[config.mk]
export PLATFORM = sky130hd
export DESIGN_NAME = seq_adder_sub_flat
export DESIGN_NICKNAME = d
export VERILOG_FILES = /design/src/rtl/seq_adder_sub_pkg.sv /design/src/rtl/seq_adder_sub_if.sv /design/src/rtl/adder_slice.sv /design/src/rtl/full_adder.sv /design/src/rtl/seq_adder_sub.sv /design/src/flat_wrapper.sv
export SDC_FILE = /design/constraint.sdc
export NUM_CORES = 1
export LEC_CHECK = 0
export ABC_AREA = 1
export ABC_CLOCK_PERIOD_IN_PS = 3000
export CAP_MARGIN = 20
export CELL_PAD_IN_SITES_DETAIL_PLACEMENT = 0
export CELL_PAD_IN_SITES_GLOBAL_PLACEMENT = 1
export CORE_MARGIN = 10
export CORE_UTILIZATION = 36
export DETAILED_ROUTE_END_ITERATION = 8
export PLACE_DENSITY_LB_ADDON = 0.3
export RECOVER_POWER = 25
export SYNTH_ARGS = -nofsm -noshare
export SYNTH_HDL_FRONTEND = slang
export SYNTH_SLANG_ARGS = --single-unit
[constraint.sdc]
create_clock -name clk -period 3 [get_ports clk]
set_input_delay 0.45 -clock clk [delete_from_list [all_inputs] [get_ports clk]]
set_output_delay 0.45 -clock clk [all_outputs]
set_load 0.02 [all_outputs]
[src/rtl/seq_adder_sub_pkg.sv]
// rtl/seq_adder_sub_pkg.sv - shared ALU constants for the sequential adder/subtractor
package seq_adder_sub_pkg;

   localparam logic [1:0] ST_IDLE = 2'd0;
   localparam logic [1:0] ST_RUN  = 2'd1;
   localparam logic [1:0] ST_DONE = 2'd2;

   localparam logic MODE_ADD = 1'b0;
   localparam logic MODE_SUB = 1'b1;

   // Slice index width, never narrower than one bit.
   function automatic int idx_width(input int n);
      return (n > 1) ? $clog2(n) : 1;
   endfunction

endpackage

[src/rtl/seq_adder_sub_if.sv]
// rtl/seq_adder_sub_if.sv - operand/result handshake bundle for seq_adder_sub
interface seq_adder_sub_if #(parameter int WIDTH = 8);

   logic             start;
   logic             mode;
   logic [WIDTH-1:0] a;
   logic [WIDTH-1:0] b;
   logic             busy;
   logic             done;
   logic [WIDTH-1:0] s;
   logic             carry_out;
   logic             overflow;

   modport master (output start, mode, a, b,
                   input  busy, done, s, carry_out, overflow);

   modport slave  (input  start, mode, a, b,
                   output busy, done, s, carry_out, overflow);

endinterface

[src/rtl/adder_slice.sv]
// rtl/adder_slice.sv - combinational CHUNK-bit ripple of full adder cells
module adder_slice #(
   parameter int CHUNK = 2
) (
   input  logic [CHUNK-1:0] a_s,
   input  logic [CHUNK-1:0] b_s,
   input  logic             cin,
   output logic [CHUNK-1:0] sum,
   output logic             cout,
   output logic             c_msb
);

   logic [CHUNK:0] c;

   assign c[0] = cin;

   for (genvar i = 0; i < CHUNK; i++) begin : g_fa
      full_adder u_fa (
         .a    (a_s[i]),
         .b    (b_s[i]),
         .cin  (c[i]),
         .sum  (sum[i]),
         .cout (c[i+1])
      );
   end

   assign cout  = c[CHUNK];
   assign c_msb = c[CHUNK-1];

endmodule

[src/rtl/full_adder.sv]
// rtl/full_adder.sv - single-bit full adder cell
module full_adder (
   input  logic a,
   input  logic b,
   input  logic cin,
   output logic sum,
   output logic cout
);

   assign sum  = a ^ b ^ cin;
   assign cout = (a & b) | (a & cin) | (b & cin);

endmodule

[src/rtl/seq_adder_sub.sv]
// rtl/seq_adder_sub.sv - multi-cycle WIDTH-bit add/subtract, CHUNK bits per clock
module seq_adder_sub
   import seq_adder_sub_pkg::*;
#(
   parameter int WIDTH = 8,
   parameter int CHUNK = 2
) (
   input  logic            clk,
   input  logic            reset,
   seq_adder_sub_if.slave  bus
);

   localparam int N  = WIDTH / CHUNK;
   localparam int IW = idx_width(N);

   logic [1:0]       state;
   logic [WIDTH-1:0] op_a;
   logic [WIDTH-1:0] op_b;
   logic [WIDTH-1:0] s_q;
   logic             carry;
   logic             cout_q;
   logic             ovf_q;
   logic [IW-1:0]    idx;

   logic [31:0]      base;
   logic [CHUNK-1:0] a_s;
   logic [CHUNK-1:0] b_s;
   logic [CHUNK-1:0] sum;
   logic             sl_cout;
   logic             sl_cmsb;
   logic             last;

   assign base = 32'(idx) * 32'(CHUNK);
   assign a_s  = op_a[base +: CHUNK];
   assign b_s  = op_b[base +: CHUNK];
   assign last = (idx == IW'(N - 1));

   adder_slice #(.CHUNK(CHUNK)) u_slice (
      .a_s   (a_s),
      .b_s   (b_s),
      .cin   (carry),
      .sum   (sum),
      .cout  (sl_cout),
      .c_msb (sl_cmsb)
   );

   always_ff @(posedge clk) begin
      if (reset) begin
         state  <= ST_IDLE;
         op_a   <= '0;
         op_b   <= '0;
         s_q    <= '0;
         carry  <= 1'b0;
         cout_q <= 1'b0;
         ovf_q  <= 1'b0;
         idx    <= '0;
      end else begin
         case (state)
            ST_RUN: begin
               s_q[base +: CHUNK] <= sum;
               carry              <= sl_cout;
               idx                <= idx + 1'b1;
               if (last) begin
                  cout_q <= sl_cout;
                  ovf_q  <= sl_cmsb ^ sl_cout;
                  state  <= ST_DONE;
               end
            end
            // IDLE and DONE both accept a new operation; subtract folds into ~b with carry-in 1.
            default: begin
               if (bus.start) begin
                  op_a  <= bus.a;
                  op_b  <= bus.b ^ {WIDTH{bus.mode}};
                  carry <= (bus.mode == MODE_SUB);
                  s_q   <= '0;
                  idx   <= '0;
                  state <= ST_RUN;
               end else begin
                  state <= ST_IDLE;
               end
            end
         endcase
      end
   end

   assign bus.busy      = (state == ST_RUN);
   assign bus.done      = (state == ST_DONE);
   assign bus.s         = s_q;
   assign bus.carry_out = cout_q;
   assign bus.overflow  = ovf_q;

endmodule

[src/flat_wrapper.sv]
// flat-port wrapper written by rule: the top's interface ports become plain ports
module seq_adder_sub_flat import seq_adder_sub_pkg::*;
#(
   parameter int WIDTH = 8,
   parameter int CHUNK = 2
)
  (clk, reset, bus_start, bus_mode, bus_a, bus_b, bus_busy, bus_done, bus_s, bus_carry_out, bus_overflow);
  seq_adder_sub_if #(.WIDTH(WIDTH)) bus_i ();
  input  logic clk;
  input  logic reset;
  input wire logic [$bits(bus_i.start)-1:0] bus_start;
  input wire logic [$bits(bus_i.mode)-1:0] bus_mode;
  input wire logic [$bits(bus_i.a)-1:0] bus_a;
  input wire logic [$bits(bus_i.b)-1:0] bus_b;
  output wire logic [$bits(bus_i.busy)-1:0] bus_busy;
  output wire logic [$bits(bus_i.done)-1:0] bus_done;
  output wire logic [$bits(bus_i.s)-1:0] bus_s;
  output wire logic [$bits(bus_i.carry_out)-1:0] bus_carry_out;
  output wire logic [$bits(bus_i.overflow)-1:0] bus_overflow;
  assign bus_i.start = bus_start;
  assign bus_i.mode = bus_mode;
  assign bus_i.a = bus_a;
  assign bus_i.b = bus_b;
  assign bus_busy = bus_i.busy;
  assign bus_done = bus_i.done;
  assign bus_s = bus_i.s;
  assign bus_carry_out = bus_i.carry_out;
  assign bus_overflow = bus_i.overflow;
  seq_adder_sub #(.WIDTH(WIDTH), .CHUNK(CHUNK)) u_core (.clk(clk), .reset(reset), .bus(bus_i));
endmodule
# Word-level counts from Yosys, hierarchy flattened
# Cells that the tools add are included.
# totals
register_bits	31
latchBits	0
ram_bits	0
romBits	0
inputBits	20
word_cells	48
n_memories	0
# classes
n_addsub	2
n_mul	0
div_mod_pow	0
order_cmp	0
eq_ne	4
shifts	4
n_mux	10
bitwise	17
n_reduce_logical	3
# op_table
cell	count
$neg A3 Y34	1
$shift A2 B34 Y8 const A	1
$shiftx A2 B34 Y8	1
$mux W8	2
$shiftx A8 B4 Y2	2
$bwmux W8	1
$mux W2	4
$xor A8 B8 Y8	1
$and A1 B1 Y1	6
$xor A1 B1 Y1	5
$eq A2 B2 Y1 const B	2
$or A1 B1 Y1	4
$reduce_and A2 Y1	2
$mux W1	3
$add A2 B1 Y2 const B	1
$eq A2 B1 Y1 const B	1
$ne A2 B1 Y1 const B	1
$reduce_bool A2 Y1	1
$not A1 Y1	1

# Longest topological paths before layout
# depth
ltp_word	8
mapped_depth	11
mapped_depth_nobuf	9

# Hierarchy
# Synthesis repeated with hierarchy kept, for this count alone.
# unflattened
cells_unflattened	217
hier_area_um2	1551.5
# by_module_without_submodules
mod	instances	cells_each	area_per_inst_um2	seq_area_each_um2
seq_adder_sub	1	215	1511.4	620.6
full_adder	2	1	20.0	0.0

# Worst setup path before layout
# Ideal clock, no wire load.
# synth_timing
path_kind	reg-to-reg
from	reg u_core.idx[0]
to	reg u_core.s_q[7], in the netlist u_core.bus.s[7]
setup_ps	70
arrival_time_ps	2259
required_time_ps	2930
path_slack_ps	671
stages_incl_launch_ff	12
path_buffers	2
synth_period_minus_slack_ps	2329
path_cell_list	dfxtp_1 -> buf_2 -> inv_1 -> buf_2 -> o21ai_0 -> o22ai_1 -> fa_1 -> fa_1 -> nand2_1 -> nor2_1 -> nand2_1 -> a21oi_1
# synth_via
elab_chain_cells	8
word_cells_on_any_way	16
cone_classes	add/sub: 1; shift: 4; mux: 2; bitwise: 9
# synth_lines
element	line_no	source
from (decl)	seq_adder_sub.sv:23	logic [IW-1:0] idx;
from (signal assigned)	seq_adder_sub.sv:62	idx <= idx + 1'b1;
$shiftx A8 B4 Y2 (on tied branches)	seq_adder_sub.sv:34, seq_adder_sub.sv:35	
$and A1 B1 Y1	full_adder.sv:11	assign cout = (a & b) | (a & cin) | (b & cin);
$or A1 B1 Y1 (2 in series)	full_adder.sv:11	
$xor A1 B1 Y1	full_adder.sv:10	assign sum = a ^ b ^ cin;
$shiftx A2 B34 Y8	seq_adder_sub.sv:60	s_q[base +: CHUNK] <= sum;
$bwmux W8 *	seq_adder_sub.sv:60	
$mux W8 *	seq_adder_sub.sv:58	case (state)
to (signal, indexed assignment)	seq_adder_sub.sv:60	
to (decl)	seq_adder_sub.sv:19	logic [WIDTH-1:0] s_q;
# Mark *: on every way between the ends. The rest lies on a longest branch, timed or not.
# A chain may end at the register's enable or synchronous reset.

# Final worst setup path
# Ends and elaborated chain as after synthesis.

==> results.sh <==
export IMPL_status="complete, no violations"
export IMPL_finalClockSkew_ns=0.00394
export IMPL_worst_slack_ns=0.351
export IMPL_cts_hold_buf=0
export IMPL_drtIter0Drc=83
export IMPL_clk_latency_ns=0.28
export IMPL_drive_above_1_share=0.0535
export IMPL_crit_buf_inv=1
export IMPL_fp_dieW_um=85.6
export IMPL_cts_root_buf="clkbuf_8"
export IMPL_yosys_warnings=0
export IMPL_rows=23
export IMPL_clockPowerShare=0.341
export IMPL_max_slew_worst_pin_slew_ns=0.657
export IMPL_core_um2=4090
export IMPL_viasPerCell=4.64
export IMPL_startpoint="u_core.idx[0]"
export IMPL_crit_slowest_cell="dfxtp_1"
export IMPL_synth_top_area_share=0.400
export IMPL_grt_overflow=0
export IMPL_yosysMostFrequentCell="nor2_1"
export IMPL_ir_worst_vdd_uv=220
export IMPL_vias=1359
export IMPL_antenna_found_initial=0
export IMPL_clock_fmax_ghz=0.378
export IMPL_yosys_most_used_dff="dfxtp_1"
export IMPL_numCtsBuffers=5
export IMPL_cts_tree="yes"
export IMPL_maxCapViolations=0
export IMPL_cts_resized=0
export IMPL_whs_ns=0.472
export IMPL_clockBufferDepth=2
export IMPL_swShare=0.268
export IMPL_setup_viol=0
export IMPL_critPathMaxFanout=14
export IMPL_cp_start_kind="flop"
export IMPL_start_util=0.379
export IMPL_wl_um=3490
export IMPL_die_area_um2=7330
export IMPL_synth_seq_cells=31
export IMPL_synth_edff_count=0
export IMPL_post_route_period_util=0.883
export IMPL_placed_cell_area_um2=1860
export IMPL_avgSynthCellArea_um2=7.24
export IMPL_syn_inst=214
export IMPL_port_buffers=31
export IMPL_grt_pass1_wl_um=5980
export IMPL_hpwl_um=2660
export IMPL_endpoint_kind="flop"
export IMPL_place_congestion=0.850
export IMPL_hold_path_startpoint="u_core.bus.carry_out"
export IMPL_setup_tns_ns=0
export IMPL_ios=32
export IMPL_cts_sink_count=31
export IMPL_switching_power_mw=0.254
export IMPL_gr_usage_all_layers=0.0989
export IMPL_async_flop_share=0
export IMPL_grt_max_degree=25
export IMPL_path_class="flop to flop"
export IMPL_hold_path_class="flop to flop"
export IMPL_p_int_mw=0.694
export IMPL_p_leak_nw=0.840
export IMPL_syn_num_nets=240
export IMPL_die_y_um=85.6
export IMPL_r2r_start="u_core.idx[0]"
export IMPL_power_frac_seq=0.477
export IMPL_path_cells="inv_1 > o21ai_0 > o22ai_1 > fa_1 > fa_1 > nand2_1 > nor2_1 > nand2_1 > a21oi_1"
export IMPL_drv_slew=0
export IMPL_yosysTopAreaCell="dfxtp_1"
export IMPL_clk_pin_slew_ns=0.06
export IMPL_dp_slack_ns=0.416
export IMPL_finish_utilization=0.478
export IMPL_crit_required_ns=3.20
export IMPL_cpPeakStageDelay_ns=0.55
export IMPL_synth_area_um2=1550
export IMPL_synthTopCellsByCount="nor2_1 (54), nand2_1 (39), dfxtp_1 (31), nand3_1 (18), o21ai_0 (17)"
export IMPL_htreeDepth=2
export IMPL_arrival_ns=2.85
export IMPL_nNetsFinal=269
export IMPL_synthDistinctLibCells=22
export IMPL_n_antenna_cell=0
export IMPL_rsz0062_at_grt="no"
export IMPL_hold_viol=0
export IMPL_relSlewSlack=0.562
export IMPL_wl_per_cell_um=11.9
export IMPL_dr_pass1_iters=4
export IMPL_design_area_um2=1950
export IMPL_ys_top_cells_by_area="dfxtp_1 (40%), nor2_1 (13%), nand2_1 (9.4%), nand3_1 (5.8%), o21ai_0 (5.5%)"
export IMPL_crit_family="adder cells"
export IMPL_area_growth_synth_to_final_pct=25.9
export IMPL_p_per_area_nw_per_um2=486
export IMPL_min_period_ns=2.65
export IMPL_drc_errors=0
export IMPL_ys_seq_area_frac=0.400
export IMPL_post_cts_setup_buffers=0
export IMPL_pwr_share_comb=0.182
export IMPL_antenna_left=0
export IMPL_grt_pass1_vias=1306
metrics by stage:
| stage | power [mW] | std cells |
|---|---|---|
| floorplan | 0.584 | 214 |
| global placement | 0.637 | 286 |
| detailed placement | 0.636 | 286 |
| CTS | 0.959 | 293 |
| global route | 0.999 | 293 |
| finish | 0.948 | 293 |
placed cells by master (no fill, tap or decap):
cell and n:
clkinv_2 1, ha_1 4, clkbuf_8 6, a21oi_1 8
nor2_4 1, nand2_1 39, nand2_4 1, dlygate4sd3_1 9
dfxtp_1 31, o22ai_1 4, inv_1 11, o21ai_0 17
clkdlybuf4s50_1 22, xnor2_1 9, nand2_8 1, inv_4 1
nor2_1 54, fa_1 2, nand3_1 18, inv_2 2
nand3b_1 2
state kept, by name (all words and copies together), names as in the netlist:
signal                flops
u_core.carry              1
u_core.idx                2
u_core.state              2
u_core.bus.overflow       1
u_core.op_b               8
u_core.bus.s              8
u_core.op_a               8
u_core.bus.carry_out      1
power groups by stage:
stage / combinational [mW] / sequential (mW) / clock (mW)
after CTS: 0.175 / 0.453 / 0.331
final: 0.172 / 0.453 / 0.323
after detailed placement: 0.174 / 0.462 / 0
after global routing: 0.196 / 0.455 / 0.348
after floorplan: 0.126 / 0.458 / 0
after global placement: 0.175 / 0.462 / 0
routing by layer:
layer  up-vias  share of wire  wire length [um]  global-route usage
met1       590           0.49              1700               0.117
met2        27           0.44              1550               0.155
li1        737              -                 -                   -
met4         0          0.011                37              0.0449
met5         -              0                 0                   0
met3         5          0.059               207              0.0378
kinds of logic (layout without fill, tap and decap cells):
| kind of cell | count (synthesis) | in the layout | synth area share |
|---|---|---|---|
| adders and majority gates | 6 | 6 | 0.0581 |
| AOI/OAI and AO/OA | 29 | 29 | 0.0968 |
| DFF | 31 | 31 | 0.400 |
| xor gates and xnor gates | 9 | 9 | 0.0509 |
| buffers and inverters | 23 | 52 | 0.0734 |
| and+or+nand+nor | 116 | 116 | 0.320 |
worst paths after layout:
| kind | slack [ns] | cells after the start | end |
|---|---|---|---|
| hold reg to reg | 0.47 | 2 | u_core.bus.carry_out |
| hold / removal | 0.47 | 2 | u_core.bus.carry_out |
| setup / recovery | 0.35 | 9 | u_core.bus.s[7] |
| setup reg to reg | 0.35 | 9 | u_core.bus.s[7] |
worst register-to-register path, cell delays in order, from the launching register on:
cell and delay (ns):
dfxtp_1 0.55, inv_1 0.29, o21ai_0 0.22, o22ai_1 0.12
fa_1 0.46, fa_1 0.54, nand2_1 0.09, nor2_1 0.13
nand2_1 0.08, a21oi_1 0.12
cell type report:
type                            count  area, um2
Inverter                           14       55.1
Sequential cell                    31        621
Clock buffer                        6       82.6
Fill cell                         450       2130
Tap cell                           50       62.6
Clock inverter                      1       5.00
Multi-Input combinational cell    160        816
Timing Repair Buffer               31        310
Note: power is estimated with default switching activity, not from simulation.
